--- src/rtl/mem_bus_arbiter.sv ---
// mem_bus_arbiter
// Round-robin arbiter and burst sequencer for the shared multiplexed AddrData
// bus in front of the memory controller. One requester is granted at a time
// for one address cycle, BURST_LEN data beats and TURNAROUND idle cycles.
//
// Ports
//   clk        clock shared with memory controller and memory
//   resetH     synchronous active-high reset
//   req        per-requester bus request (level, held until granted)
//   rw_req     per-requester direction, 1 = read, 0 = write
//   gnt        one-hot grant; holder owns AddrData
//   AddrValid  high in the address cycle only
//   rw         burst direction, valid from address cycle to last data beat
//   beat       data beat index, 0 outside the data phase
//   busy       high from address cycle through end of turnaround
//   xfer_done  one-cycle pulse on the last data beat
module mem_bus_arbiter #(
   parameter int NUM_REQ    = 2,
   parameter int BURST_LEN  = 4,
   parameter int TURNAROUND = 1
) (
   input  logic               clk,
   input  logic               resetH,
   input  logic [NUM_REQ-1:0] req,
   input  logic [NUM_REQ-1:0] rw_req,
   output logic [NUM_REQ-1:0] gnt,
   output logic               AddrValid,
   output logic               rw,
   output logic [2:0]         beat,
   output logic               busy,
   output logic               xfer_done
);

   localparam int PW = (NUM_REQ > 2) ? $clog2(NUM_REQ) : 1;
   localparam logic [PW-1:0] LAST_IDX  = PW'(NUM_REQ - 1);
   localparam logic [2:0]    BEAT_LAST = 3'(BURST_LEN - 1);
   localparam logic [1:0]    TURN_LAST = (TURNAROUND > 0) ? 2'(TURNAROUND - 1) : 2'd0;

   typedef enum logic [1:0] {IDLE, ADDR, DATA, TURN} state_t;

   state_t              state, state_d;
   logic [1:0]          tcnt, tcnt_d;
   logic [PW-1:0]       ptr, ptr_d, win, idx;
   logic                arb_pt, go;

   logic [NUM_REQ-1:0]  gnt_d;
   logic                av_d, rw_d, busy_d, done_d;
   logic [2:0]          beat_d;

   // Round-robin pick: scanning from the far end of the search order back to
   // ptr leaves the first set bit (starting at ptr) as the final assignment.
   always_comb begin
      win = '0;
      idx = '0;
      for (int i = NUM_REQ - 1; i >= 0; i--) begin
         idx = PW'((int'(ptr) + i) % NUM_REQ);
         if (req[idx]) win = idx;
      end
   end

   // Arbitration happens in IDLE, in the final TURN cycle, or on the last
   // data beat when there is no turnaround gap at all.
   always_comb begin
      arb_pt = (state == IDLE) ||
               (state == TURN && tcnt == TURN_LAST) ||
               (state == DATA && beat == BEAT_LAST && TURNAROUND == 0);
      go = arb_pt && (|req);
   end

   // Next-state logic
   always_comb begin
      state_d = state;
      tcnt_d  = tcnt;
      ptr_d   = ptr;
      case (state)
         IDLE: ;
         ADDR: state_d = DATA;
         DATA: begin
            if (beat == BEAT_LAST) begin
               state_d = (TURNAROUND == 0) ? IDLE : TURN;
               tcnt_d  = 2'd0;
            end
         end
         TURN: begin
            if (tcnt == TURN_LAST) state_d = IDLE;
            else                   tcnt_d  = tcnt + 2'd1;
         end
         default: state_d = IDLE;
      endcase
      if (go) begin
         state_d = ADDR;
         ptr_d   = (win == LAST_IDX) ? '0 : win + PW'(1);
      end
   end

   // Output logic: values the outputs take in the next state, so that every
   // output comes straight from a flop.
   always_comb begin
      gnt_d  = '0;
      av_d   = 1'b0;
      rw_d   = 1'b0;
      beat_d = 3'd0;
      busy_d = (state_d != IDLE);
      done_d = 1'b0;
      case (state_d)
         ADDR: begin
            gnt_d = NUM_REQ'(1) << win;
            av_d  = 1'b1;
            rw_d  = rw_req[win];
         end
         DATA: begin
            gnt_d  = gnt;
            rw_d   = rw;
            beat_d = (state == DATA) ? beat + 3'd1 : 3'd0;
            done_d = (beat_d == BEAT_LAST);
         end
         default: ;
      endcase
   end

   // State register
   always_ff @(posedge clk) begin
      if (resetH) begin
         state     <= IDLE;
         tcnt      <= 2'd0;
         ptr       <= '0;
         gnt       <= '0;
         AddrValid <= 1'b0;
         rw        <= 1'b0;
         beat      <= 3'd0;
         busy      <= 1'b0;
         xfer_done <= 1'b0;
      end else begin
         state     <= state_d;
         tcnt      <= tcnt_d;
         ptr       <= ptr_d;
         gnt       <= gnt_d;
         AddrValid <= av_d;
         rw        <= rw_d;
         beat      <= beat_d;
         busy      <= busy_d;
         xfer_done <= done_d;
      end
   end

endmodule

--- config.mk ---
export PLATFORM = sky130hd
export DESIGN_NAME = mem_bus_arbiter
export DESIGN_NICKNAME = d
export VERILOG_FILES = /design/src/rtl/mem_bus_arbiter.sv
export SDC_FILE = /design/constraint.sdc
export NUM_CORES = 1
export LEC_CHECK = 0
export ABC_AREA = 1
export CORE_MARGIN = 3
export CORE_UTILIZATION = 45
export DETAILED_ROUTE_END_ITERATION = 10
export PLACE_DENSITY = 0.76
export SLEW_MARGIN = 20
export SYNTH_ARGS = -nofsm -noshare
export SYNTH_HDL_FRONTEND = slang
export SYNTH_SLANG_ARGS = --single-unit
--- constraint.sdc ---
create_clock -name clk -period 1.5 [get_ports clk]
set_input_delay 0.3 -clock clk [delete_from_list [all_inputs] [get_ports clk]]
set_output_delay 0.3 -clock clk [all_outputs]
set_load 0.03 [all_outputs]
==> results.py <==
metrics = {
    "run_status": {
        "status": "finished, final reports clean",
    },
    "timing": {
        "drv_slew": 0,
        "report.final.hold_viol_count": 0,
        "maxSlewHeadroom": 0.7938,
        "finalSetupTns_ns": 0,
        "clock_skew_ns": 0.003740,
        "finalCriticalPeriod_ns": 1.376,
        "finalSetupViolations": 0,
        "worst_pin_slew_ns": 0.3105,
        "fmax_ghz": 0.7266,
        "fin_crit_sh": 0.9175,
        "whs_ns": 0.4504,
        "rsz0062_at_grt": "no",
    },
    "grt": {
        "grt_overflow": 0,
        "grt_max_degree": 9,
        "grt_pass1_wl_microns": 1738,
        "grt_use_total": 0.1284,
        "grt_pass1_vias": 419,
        "antenna_found_initial": 0,
    },
    "layout": {
        "nFillCells": 113,
        "drive_gt1_frac": 0.1915,
        "finalInstanceArea_sq_um": 802.0,
        "antenna_cells": 0,
        "syn_to_final_growth_pct": 32.71,
        "final_cells": 108,
        "final_nets": 104,
    },
    "place": {
        "hpwlAfterDp_microns": 818.4,
        "gp_congestion": 0.7458,
        "port_buffers": 14,
        "place_area_sq_um": 777.0,
        "place_inst": 104,
    },
    "setup_path": {
        "start_kind": "flop",
        "critPathBufInv": 1,
        "cp_max_fo": 3,
        "critPathKind": "flop to output pin",
        "slowest_stage": "dlygate4sd2_1",
        "cp_top_family": "buffers and inverters",
        "worstPathRequired_ns": 1.20,
        "slowest_delay_ns": 0.42,
        "cp.arrival_ns": 1.08,
        "endpoint_kind": "output pin",
        "worstPathCellList": "dlygate4sd2_1",
    },
    "yosys": {
        "netlist_area_sq_um": 604.3,
        "syn_inst": 74,
        "yosysTopAreaCellShare": 0.4638,
        "yosysWarnings": 0,
        "postSynthAreaPerCell_sq_um": 8.167,
        "synth-seq-cells": 14,
        "synth_top_area_cell": "dfxtp_1",
        "ys_seq_area_frac": 0.4638,
        "synth_area_leaders": "dfxtp_1, nand2_1, inv_1",
        "syn_nets": 83,
        "netlist-cell-type-count": 19,
    },
    "floorplanning": {
        "die-area_sq_um": 1819,
        "start_util": 0.5095,
        "top_level_ports": 15,
        "die_h_microns": 42.65,
        "rows": 12,
        "core_area_sq_um": 1186,
        "die_w_microns": 42.65,
    },
    "clock_network": {
        "cts_setup_buffers": 0,
        "cts.sinks": 14,
        "clk_pin_slew_ns": 0.08,
        "ctsLongestPathBuffers": 2,
        "clockRootBuffer": "clkbuf_4",
        "insertion_delay_ns": 0.28,
        "cts_tree": "yes",
        "cts_buffers": 3,
        "h-tree-depth": 1,
    },
    "detailed_routing": {
        "wl_microns": 1036,
        "vias": 499,
        "routed_via_density": 4.620,
        "drc": 0,
        "ant_nets": 0,
        "first_pass_iters": 3,
        "wl_per_cell_microns": 9.593,
        "drt_first_iter_violations": 3,
    },
    "power_and_ir_drop": {
        "ir_drop_uv": 726.9,
        "leakage_nw": 0.4055,
        "p_per_area_nw_per_um2": 1064,
    },
    "min_path": {
        "hold_class": "flop to flop",
    },
    "job": {
        "max-cap-violations": 0,
    },
}
[cell usage in the layout (no fill, tap or decap), drive strengths merged]
master         count
a21oi              5
and3               1
buf                2
clkbuf             4
clkdlybuf4s50      5
dfxtp             14
dlygate4sd2        9
ha                 3
inv               14
nand2             17
nand3              7
nand4              1
nor2               8
nor3               1
o21ai              2
or2                1
[final cells by class]
cell class	count	area [sq um]	area share
inverter	14	52.55	0.06552
tap	14	17.52	0.02184
sequential	14	280.3	0.3495
multi-input combinational	46	271.5	0.3385
timing repair buffer	16	143.9	0.1794
clock buffer	4	36.28	0.04524
[what timing repair did]
action	CTS	global route
resized for setup	9	0
hold buffers	0	0
endpoints found under the setup margin	9	0
endpoints found under the hold margin	0	0
[layer usage]
metal  track usage  wire length [microns]  share of wire
met1        0.1576                    522           0.50
met2        0.1766                    434           0.42
met3       0.05150                     47          0.045
met4       0.09317                     31          0.030
met5             0                      0              0
[metrics by stage]
stage | power, mW | utilization | setup WS (ns)
4_1_cts | 0.8596 | 0.6762 | 0.1147
3_3_place_gp | 0.6017 | 0.6551 | 0.1033
6_report | 0.8531 | 0.6762 | 0.1238
3_5_place_dp | 0.6044 | 0.6551 | 0.08017
5_1_grt | 0.8920 | 0.6762 | 0.08385
2_1_floorplan | 0.5351 | - | 0.1047
[sequential cells by signal (all words and copies together) (netlist names)]
signal     flops
busy           1
beat           3
state          2
AddrValid      1
ptr            1
tcnt           2
rw             1
gnt            2
xfer_done      1
[cells by family after synthesis]
family	after synthesis	share of synthesized area
adders and majority gates	3	0.06212
AOI/OAI and AO/OA	7	0.06419
DFF	14	0.4638
buffers and inverters	14	0.08696
and+or+nand+nor	36	0.3230
[where the power goes]
| group | internal, mW | leakage, nW | switching (mW) |
|---|---|---|---|
| clock network | 0.148 | 0.0210 | 0.123 |
| registers | 0.398 | 0.115 | 0.0156 |
| logic | 0.0633 | 0.270 | 0.104 |
| total | 0.610 | 0.405 | 0.243 |
[worst reg2reg max path: stages, from the launching register on]
cell and delay, ns:
dfxtp_1 0.34, ha_1 0.21, ha_1 0.19, nand3_1 0.08
nand2_1 0.12, inv_2 0.12, nand3_1 0.10, a21oi_2 0.12
[synthesized netlist by cell type]
library cell   n
ha_1           3
a21oi_1        4
nor3_2         1
nor2_2         1
nand2_2        1
or2_2          1
nand2_1       14
inv_2          2
nor2_4         1
nor2_1         6
a21oi_2        1
inv_1         12
o21ai_0        2
dfxtp_1       14
nand4_1        1
nand3_1        5
nand2_4        2
and3_1         1
nand3_2        2
[final timing paths]
| check | end | depth (start not counted) | slack [ns] | startpoint |
|---|---|---|---|---|
| worst max-delay path | beat[0] | 1 | 0.12 | beat[0]$_SDFF_PP0_ |
| worst min register to register | gnt[0]$_SDFFE_PP0P_ | 2 | 0.45 | gnt[0]$_SDFFE_PP0P_ |
| worst min-delay path | gnt[0]$_SDFFE_PP0P_ | 2 | 0.45 | gnt[0]$_SDFFE_PP0P_ |
| worst max register to register | gnt[1]$_SDFFE_PP0P_ | 7 | 0.17 | beat[0]$_SDFF_PP0_ |
Note: power is estimated with default switching activity, not from simulation.
